===== config.mk =====
export PLATFORM = sky130hd
export DESIGN_NAME = cntr8_fsm_flat
export DESIGN_NICKNAME = d
export VERILOG_FILES = /design/src/rtl/cntr8_fsm_pkg.sv /design/src/rtl/cntr8_fsm_if.sv /design/src/rtl/cla4.sv /design/src/rtl/cla8.sv /design/src/rtl/cntr8_fsm.sv /design/src/flat_wrapper.sv
export SDC_FILE = /design/constraint.sdc
export NUM_CORES = 1
export LEC_CHECK = 0
export ABC_AREA = 1
export BUFFER_PORTS_ARGS = -buffer_cell sky130_fd_sc_hd__clkbuf_2
export CAP_MARGIN = 5
export CORE_MARGIN = 1
export CORE_UTILIZATION = 54
export CTS_BUF_LIST = sky130_fd_sc_hd__clkbuf_16
export DETAILED_ROUTE_END_ITERATION = 8
export PLACE_DENSITY = 0.83
export SYNTH_ARGS = -nofsm -noshare
export SYNTH_HDL_FRONTEND = slang
export SYNTH_SLANG_ARGS = --single-unit

===== constraint.sdc =====
create_clock -name clk -period 3.3 [get_ports clk]
set_input_delay 0.33 -clock clk [delete_from_list [all_inputs] [get_ports clk]]
set_output_delay 0.33 -clock clk [all_outputs]
set_load 0.01 [all_outputs]

===== src/rtl/cntr8_fsm_pkg.sv =====
// Shared definitions for the cntr8_fsm counter: datapath width, adder step
// constants and the FSM state encoding.
package cntr8_fsm_pkg;

    localparam int unsigned Width = 8;

    // Adder B operand for the two counting directions (0xFF is -1 mod 256).
    localparam logic [Width-1:0] StepUp   = 8'h01;
    localparam logic [Width-1:0] StepDown = 8'hFF;

    // Codes 3'b110 and 3'b111 are unused; the FSM treats them as IDLE.
    typedef enum logic [2:0] {
        StIdle = 3'b000,
        StLoad = 3'b001,
        StInc  = 3'b010,
        StInc2 = 3'b011,
        StDec  = 3'b100,
        StDec2 = 3'b101
    } state_e;

endpackage


===== src/rtl/cntr8_fsm_if.sv =====
// Control/data bundle of the cntr8_fsm counter.
//   en, load, inc  : advance, load request and direction controls
//   d_in           : load value
//   d_out          : registered count
//   o_state        : registered FSM state code
//   wrap           : registered one-cycle wrap flag
// master drives the controls and observes the outputs; slave is the counter.
interface cntr8_fsm_if;
    import cntr8_fsm_pkg::*;

    logic             en;
    logic             load;
    logic             inc;
    logic [Width-1:0] d_in;
    logic [Width-1:0] d_out;
    logic [2:0]       o_state;
    logic             wrap;

    modport master (
        output en, load, inc, d_in,
        input  d_out, o_state, wrap
    );

    modport slave (
        input  en, load, inc, d_in,
        output d_out, o_state, wrap
    );

endinterface


===== src/rtl/cla4.sv =====
// 4-bit carry-lookahead adder slice.
//   a, b : operands
//   ci   : carry in
//   s    : sum
//   co   : carry out
module cla4 (
    input  logic [3:0] a,
    input  logic [3:0] b,
    input  logic       ci,
    output logic [3:0] s,
    output logic       co
);

    logic [3:0] p;
    logic [3:0] g;
    logic [4:0] c;

    assign p = a ^ b;
    assign g = a & b;

    // Every carry is formed directly from generate/propagate terms.
    assign c[0] = ci;
    assign c[1] = g[0] | (p[0] & ci);
    assign c[2] = g[1] | (p[1] & g[0]) | (p[1] & p[0] & ci);
    assign c[3] = g[2] | (p[2] & g[1]) | (p[2] & p[1] & g[0]) | (p[2] & p[1] & p[0] & ci);
    assign c[4] = g[3] | (p[3] & g[2]) | (p[3] & p[2] & g[1]) | (p[3] & p[2] & p[1] & g[0])
                | (p[3] & p[2] & p[1] & p[0] & ci);

    assign s  = p ^ c[3:0];
    assign co = c[4];

endmodule


===== src/rtl/cla8.sv =====
// 8-bit adder built from two chained 4-bit carry-lookahead slices.
//   a, b : operands
//   ci   : carry in
//   s    : sum (mod 256)
//   co   : carry out of bit 7
module cla8 (
    input  logic [7:0] a,
    input  logic [7:0] b,
    input  logic       ci,
    output logic [7:0] s,
    output logic       co
);

    logic c_mid;

    cla4 u_lo (
        .a  (a[3:0]),
        .b  (b[3:0]),
        .ci (ci),
        .s  (s[3:0]),
        .co (c_mid)
    );

    cla4 u_hi (
        .a  (a[7:4]),
        .b  (b[7:4]),
        .ci (c_mid),
        .s  (s[7:4]),
        .co (co)
    );

endmodule


===== src/rtl/cntr8_fsm.sv =====
// 8-bit loadable up/down counter sequenced by a 6-state FSM.
//   clk   : rising-edge clock
//   reset : synchronous active-high reset
//   bus   : slave side of cntr8_fsm_if (en/load/inc/d_in in, d_out/o_state/wrap out)
// All outputs come straight from flops.
module cntr8_fsm
    import cntr8_fsm_pkg::*;
(
    input logic        clk,
    input logic        reset,
    cntr8_fsm_if.slave bus
);

    state_e           state_q, state_d;
    logic [Width-1:0] cnt_q, cnt_d;
    logic             wrap_q, wrap_d;

    logic [Width-1:0] sum;
    logic             co;

    // Adding 0xFF is a decrement; a missing carry then means 00 -> FF.
    cla8 u_cla8 (
        .a  (cnt_q),
        .b  (bus.inc ? StepUp : StepDown),
        .ci (1'b0),
        .s  (sum),
        .co (co)
    );

    // ns_logic
    always_comb begin
        state_d = StIdle;
        unique case (state_q)
            StIdle, StLoad, StInc, StInc2, StDec, StDec2: begin
                if (bus.load) begin
                    state_d = StLoad;
                end else if (bus.inc) begin
                    state_d = (state_q == StInc) ? StInc2 : StInc;
                end else begin
                    state_d = (state_q == StDec) ? StDec2 : StDec;
                end
            end
            default: state_d = StIdle;
        endcase
    end

    // os_logic: count and wrap follow the state being entered.
    always_comb begin
        cnt_d  = '0;
        wrap_d = 1'b0;
        unique case (state_d)
            StLoad: begin
                cnt_d = bus.d_in;
            end
            StInc, StInc2: begin
                cnt_d  = sum;
                wrap_d = co;
            end
            StDec, StDec2: begin
                cnt_d  = sum;
                wrap_d = ~co;
            end
            default: begin
                cnt_d = '0;
            end
        endcase
    end

    always_ff @(posedge clk) begin
        if (reset) begin
            state_q <= StIdle;
            cnt_q   <= '0;
            wrap_q  <= 1'b0;
        end else if (bus.en) begin
            state_q <= state_d;
            cnt_q   <= cnt_d;
            wrap_q  <= wrap_d;
        end else begin
            wrap_q  <= 1'b0;
        end
    end

    assign bus.d_out   = cnt_q;
    assign bus.o_state = state_q;
    assign bus.wrap    = wrap_q;

endmodule


===== src/flat_wrapper.sv =====
// flat-port wrapper written by rule: the top's interface ports become plain ports
module cntr8_fsm_flat import cntr8_fsm_pkg::*;
  (clk, reset, bus_en, bus_load, bus_inc, bus_d_in, bus_d_out, bus_o_state, bus_wrap);
  cntr8_fsm_if bus_i ();
  input logic clk;
  input logic reset;
  input wire logic [$bits(bus_i.en)-1:0] bus_en;
  input wire logic [$bits(bus_i.load)-1:0] bus_load;
  input wire logic [$bits(bus_i.inc)-1:0] bus_inc;
  input wire logic [$bits(bus_i.d_in)-1:0] bus_d_in;
  output wire logic [$bits(bus_i.d_out)-1:0] bus_d_out;
  output wire logic [$bits(bus_i.o_state)-1:0] bus_o_state;
  output wire logic [$bits(bus_i.wrap)-1:0] bus_wrap;
  assign bus_i.en = bus_en;
  assign bus_i.load = bus_load;
  assign bus_i.inc = bus_inc;
  assign bus_i.d_in = bus_d_in;
  assign bus_d_out = bus_i.d_out;
  assign bus_o_state = bus_i.o_state;
  assign bus_wrap = bus_i.wrap;
  cntr8_fsm u_core (.clk(clk), .reset(reset), .bus(bus_i));
endmodule

# Word level (Yosys, flattened, before mapping)
# Index checks and enable logic that the tools add are counted.
[totals]
reg_bits = 12
inputBits = 13
out_inout_bits = 12
[op_classes]
eq_ne = 10
n_mux = 8
n_bitwise = 49
n_reduce_logical = 6
[op_table]
columns = ["cell", "count"]
rows = [
  ["AND 1 bit", 25],
  ["OR 1 bit", 16],
  ["one-hot mux 8 bit (2 select lines)", 1],
  ["XOR 4 bit", 4],
  ["== test 3 x 2 -> 1 bit, second input constant", 4],
  ["== test 3 bit, second input constant", 4],
  ["2-to-1 mux 3 bit", 3],
  ["AND 4 bit", 2],
  ["2-to-1 mux 8 bit", 1],
  ["== test 3 x 1 -> 1 bit, second input constant", 2],
  ["OR reduction 2 bit", 3],
  ["OR reduction 6 bit", 1],
  ["OR reduction 4 bit", 1],
  ["logical NOT 3 bit", 1],
  ["2-to-1 mux 1 bit", 2],
  ["NOT 1 bit", 2],
  ["one-hot mux 1 bit (2 select lines)", 1],
]

# Depth between registers and ports, before layout
[depth]
depth_word = 10
mapped_depth = 12
depth_no_buf = 12

# By module
# Synthesis repeated with hierarchy kept, for this count alone.
[hier_totals]
hier_cells = 155
area_unflattened_um2 = 1044.8
[by_module_without_submodules]
columns = ["mod", "n_inst", "cells_each", "area_per_inst_um2", "seq_area_each_um2"]
rows = [
  ["cntr8_fsm", 1, 93, 666.9, 240.2],
  ["cla4", 2, 31, 188.9, 0.0],
]

# Worst setup path after synthesis
# OpenSTA, ideal clock, no wires.
[synth_path]
path_kind = "input port to flip-flop"
from = "in bus_inc"
to = "reg u_core.cnt_q[5], in the netlist u_core.bus.d_out[5]"
setup_time_ps = 123
arrival_ps = 1977
t_required_ps = 3177
slack_ps = 1200
cell_stages = 9
path_buffers = 0
path_cell_list = "inv_1 > ha_1 > or2_0 > nand2_1 > nand2_2 > fa_1 > or2_2 > nand3_1 > a31oi_1"
[synth_between]
elab_chain_len = 10
word_cells_on_any_way = 26
[synth_lines]
columns = ["item", "line_no", "source"]
rows = [
  ["start: declaration", "flat_wrapper.sv:9", "input wire logic [$bits(bus_i.inc)-1:0] bus_inc;"],
  ["2-to-1 mux 8 bit", "cntr8_fsm.sv:24", ".b (bus.inc ? StepUp : StepDown),"],
  ["XOR 4 bit / AND 4 bit (equally long branches)", "cla4.sv:18, cla4.sv:19", ""],
  ["AND 1 bit", "cla4.sv:26", "assign c[4] = g[3] | (p[3] & g[2]) | (p[3] & p[2] & g[1]) | (p[3] & p[2] & p[1] & g[0])"],
  ["OR 1 bit / AND 1 bit (equally long branches) (2 in series)", "cla4.sv:26", ""],
  ["OR 1 bit", "cla4.sv:26", ""],
  ["AND 1 bit", "cla4.sv:23", "assign c[1] = g[0] | (p[0] & ci);"],
  ["OR 1 bit", "cla4.sv:23", ""],
  ["XOR 4 bit", "cla4.sv:29", "assign s = p ^ c[3:0];"],
  ["one-hot mux 8 bit (2 select lines) (*)", "cntr8_fsm.sv:51", "unique case (state_d)"],
  ["end signal: assignment", "cntr8_fsm.sv:76", "cnt_q <= cnt_d;"],
  ["end: declaration", "cntr8_fsm.sv:15", "logic [Width-1:0] cnt_q, cnt_d;"],
]
# Every way passes the cells marked *; elsewhere a longest branch is shown, timed or not.
# A chain may end at the register's enable or synchronous reset.

# Final worst setup path
# Same ends and word-level chain as after synthesis.

==> impl_metrics.prom <==
# TYPE chip_impl_metric gauge
chip_impl_metric{name="tritoncts_num_sinks",unit=""} 12
chip_impl_metric{name="synth-seq-area-share",unit="%"} 28.0
chip_impl_metric{name="grt_pass1_wl",unit="µm"} 3590
chip_impl_metric{name="synth.ff_latch_count",unit=""} 12
chip_impl_metric{name="grt_antenna_before_repair",unit=""} 0
chip_impl_info{name="holdCritStartpoint",value="bus_d_in[2]"} 1
chip_impl_metric{name="wire_per_inst",unit="µm"} 12.9
chip_impl_metric{name="ff_latch_area",unit="µm²"} 240
chip_impl_metric{name="final_hold_viol_count",unit=""} 0
chip_impl_metric{name="post_synth_fa_ha_maj_area_fraction",unit="%"} 14.9
chip_impl_metric{name="synth_area",unit="µm²"} 858
chip_impl_metric{name="cts_htree_levels",unit=""} 1
chip_impl_info{name="cts_root_buf",value="clkbuf_16"} 1
chip_impl_metric{name="routed_via_density",unit=""} 5.64
chip_impl_metric{name="timing.critical_path.arrival",unit="ns"} 2.29
chip_impl_metric{name="timing.max_slew.rel_slack",unit="%"} 73.2
chip_impl_info{name="run_status",value="complete, no violations"} 1
chip_impl_metric{name="gp_routability_congestion",unit=""} 0.832
chip_impl_metric{name="period_minus_slack",unit="ns"} 2.18
chip_impl_metric{name="fin_skew",unit="ns"} 0.00392
chip_impl_metric{name="clkLatencyLatePin",unit="ns"} 0.24
chip_impl_metric{name="initial_core_util",unit="%"} 57.6
chip_impl_info{name="crit_type",value="input port to register"} 1
chip_impl_metric{name="power.ir.vdd_worst",unit="mV"} 0.345
chip_impl_metric{name="synth_compound_gate_area_share",unit="%"} 17.6
chip_impl_metric{name="chipWidth",unit="µm"} 41.9
chip_impl_info{name="rsz_0062_raised_after_global_routing",value="no"} 1
chip_impl_metric{name="multiInputGateArea",unit="µm²"} 546
chip_impl_metric{name="initialDrtViolationCount",unit=""} 20
chip_impl_info{name="synth.area.top_cells",value="dfxtp_1 28%, ha_1 10%, nand2_1 7.9%"} 1
chip_impl_metric{name="setup.reg_to_reg.worst_slack",unit="ns"} 1.32
chip_impl_metric{name="die_area",unit="µm²"} 1750
chip_impl_metric{name="min_path_cells",unit=""} 3
chip_impl_metric{name="wl_met2",unit="µm"} 992
chip_impl_metric{name="achievable-frequency",unit="MHz"} 459
chip_impl_info{name="worstHoldPathType",value="input port to register"} 1
chip_impl_info{name="synth.most_common_cell",value="nand2_1"} 1
chip_impl_metric{name="clock_path_buffers",unit=""} 2
chip_impl_info{name="yosys_most_used_dff",value="dfxtp_1"} 1
chip_impl_metric{name="grt_use_total",unit="%"} 26.7
chip_impl_metric{name="data_required_time_at_the_worst_endpoint",unit="ns"} 3.41
chip_impl_metric{name="row_count",unit=""} 14
chip_impl_metric{name="route.final.wire_length",unit="µm"} 2050
chip_impl_metric{name="ys.warnings.count",unit=""} 0
chip_impl_info{name="crit_path_end_kind",value="register"} 1
chip_impl_info{name="regToRegEndpoint",value="u_core.bus.d_out[5]"} 1
chip_impl_metric{name="post_route_cells_drive_above_1_share",unit="%"} 29.4
chip_impl_metric{name="drtAntennaViolNets",unit=""} 0
chip_impl_metric{name="total_power",unit="µW"} 510
chip_impl_metric{name="drc_errors",unit=""} 0
chip_impl_metric{name="path_clk_slew",unit="ns"} 0.04
chip_impl_metric{name="numPlacedInstances",unit=""} 156
chip_impl_metric{name="mappedNetlistNets",unit=""} 141
chip_impl_metric{name="synth_cells",unit=""} 119
chip_impl_metric{name="numCtsBuffers",unit=""} 3
chip_impl_metric{name="synth_simple_gate_area_share",unit="%"} 30.0
chip_impl_metric{name="firstDrtPassIters",unit=""} 4
chip_impl_metric{name="power.density_cell_area",unit="nW/µm²"} 481
chip_impl_metric{name="met3WireLength",unit="µm"} 100
chip_impl_metric{name="layoutNonFillerInstCount",unit=""} 159
chip_impl_metric{name="core_area",unit="µm²"} 1490
chip_impl_metric{name="static-leakage-power",unit="µW"} 0.000561
chip_impl_metric{name="crit_fanout",unit=""} 11
chip_impl_metric{name="synth_xor_xnor_area_share",unit="%"} 1.02
chip_impl_info{name="largest_family_of_logic_cells_by_synthesized_area",value="simple AND/OR/NAND/NOR gates"} 1
chip_impl_metric{name="totalNegativeSetupSlack",unit="ns"} 0
chip_impl_metric{name="reg2regPathDepth",unit=""} 8
chip_impl_metric{name="placedInstanceArea",unit="µm²"} 986
chip_impl_metric{name="post-cts-setup-buffer-count",unit=""} 0
chip_impl_metric{name="cts.repair.resized",unit=""} 0
chip_impl_info{name="min_to",value="u_core.bus.d_out[2]"} 1
chip_impl_metric{name="die_height",unit="µm"} 41.9
chip_impl_metric{name="max_cap_violations",unit=""} 0
chip_impl_info{name="top_layer_used",value="met4"} 1
chip_impl_info{name="clock_tree_from_tritoncts",value="built"} 1
chip_impl_metric{name="synth_enable_flop_cells",unit=""} 0
chip_impl_metric{name="muxShareOfSynthArea",unit="%"} 0
chip_impl_metric{name="fill_cells",unit=""} 138
chip_impl_metric{name="postSynthAreaPerCell",unit="µm²"} 7.21
chip_impl_metric{name="drt-met1-wl",unit="µm"} 896
chip_impl_metric{name="post_cts_hold_buffer_count",unit=""} 0
chip_impl_metric{name="timing_max_transition_violations_final",unit=""} 0
chip_impl_metric{name="detailed_place_hpwl",unit="µm"} 1530
chip_impl_info{name="regToRegStartpoint",value="u_core.bus.d_out[3]"} 1
chip_impl_info{name="crit_path_start_kind",value="input port"} 1
chip_impl_metric{name="io-pin-count",unit=""} 25
chip_impl_metric{name="synth_top_area_share",unit="%"} 28.0
chip_impl_metric{name="setup_viol",unit=""} 0
chip_impl_metric{name="finalNetCount",unit=""} 167
chip_impl_info{name="yosys-top-cells-count",value="18 x nand2_1, 13 x inv_1, 12 x dfxtp_1"} 1
chip_impl_info{name="synth_top_area_cell",value="dfxtp_1"} 1
chip_impl_metric{name="area_growth_syn_to_layout",unit="%"} 23.6
chip_impl_metric{name="synth_cell_types",unit=""} 27
chip_impl_metric{name="overflow_left_after_global_routing",unit=""} 0
chip_impl_metric{name="finish.instance_area",unit="µm²"} 1060
chip_impl_metric{name="min_period_over_period",unit="%"} 66.0
chip_impl_metric{name="grt_start_max_net_pins",unit=""} 18
chip_impl_metric{name="vias_in_the_first_global_route",unit=""} 863
chip_impl_metric{name="place.port_buffers",unit=""} 24
chip_impl_metric{name="vias",unit=""} 897
chip_impl_metric{name="async_reset_ff_share",unit="%"} 0
chip_impl_metric{name="count_of_antenna_diodes_in_the_layout",unit=""} 0
chip_impl_metric{name="worstMarginPinSlew",unit="ns"} 0.401
worst max-delay path by stage:
stage | startpoint | to | slack, ns | cells past startpoint
2_1_floorplan | bus_inc | u_core.bus.d_out[5] | 1.20 | 9
3_3_place_gp | bus_inc | u_core.bus.d_out[5] | 0.97 | 10
3_5_place_dp | bus_inc | u_core.bus.d_out[5] | 0.88 | 10
4_1_cts | bus_inc | u_core.bus.d_out[5] | 1.12 | 10
5_1_grt | bus_inc | u_core.bus.d_out[5] | 1.01 | 10
6_report | bus_inc | u_core.bus.d_out[5] | 1.12 | 10
worst max-delay path: stages:
cell,delay (ns)
clkbuf_2,0.10
inv_1,0.31
ha_1,0.35
or2_0,0.23
nand2_1,0.08
nand2_2,0.07
fa_1,0.38
or2_2,0.28
nand3_1,0.08
a31oi_1,0.07
where the power goes:
group | internal (µW) | switching (µW)
logic | 53.5 | 72.7
registers | 157 | 11.3
clock network | 157 | 58.1
cells by family (layout without fill, tap and decap cells):
group	Yosys count	in the layout
and+or+nand+nor	52	52
buffers and inverters	19	43
AOI/OAI and AO/OA	26	26
xor gates and xnor gates	1	1
DFF	12	12
adders and majority gates	9	9
metal layers:
layer | track usage [%] | vias up
met4 | 16.8 | 0
li1 | - | 450
met2 | 44.7 | 31
met5 | 0 | -
met3 | 4.35 | 8
met1 | 31.5 | 408
per-stage QoR:
| stage | utilization, % | setup WS, ns | hold WS, ns |
|---|---|---|---|
| after floorplan | - | 1.20 | 0.476 |
| after global placement | 66.2 | 0.973 | 0.532 |
| after global routing | 71.3 | 1.01 | 0.344 |
| final | 71.3 | 1.12 | 0.330 |
| after detailed placement | 66.2 | 0.879 | 0.546 |
| after CTS | 71.3 | 1.12 | 0.332 |
flip-flops by register name, summed over array words and instances (netlist names):
signal,cells
u_core.bus.wrap,1
u_core.bus.d_out,8
u_core.bus.o_state,3
layout make-up:
cell class	instances	area share (%)
multi-input cells	88	51.4
flip-flops and latches	12	22.6
repair buffers	24	11.3
clock buffers	3	7.08
inverters	16	5.66
well taps	16	1.89
cell usage in the layout, fill, tap and decap left out:
cell,synthesis,routed
o211ai_1,5,5
clkbuf_16,0,3
and2_2,1,1
nand3_2,2,2
nor4_1,1,1
or2_2,1,1
or2_1,1,1
inv_1,13,13
a21oi_2,2,2
inv_2,3,3
fa_1,2,2
nand3b_1,1,1
a31oi_1,1,1
and3_2,1,1
nand3_1,9,9
clkbuf_2,0,24
xnor2_1,1,1
a21oi_1,10,10
nor3_1,2,2
dfxtp_1,12,12
or2_0,1,1
nand2_1,18,18
ha_1,7,7
o21ai_0,8,8
nand2_2,5,5
nor2_1,8,8
nand4_1,1,1
Note: power is estimated with default switching activity, not from simulation.
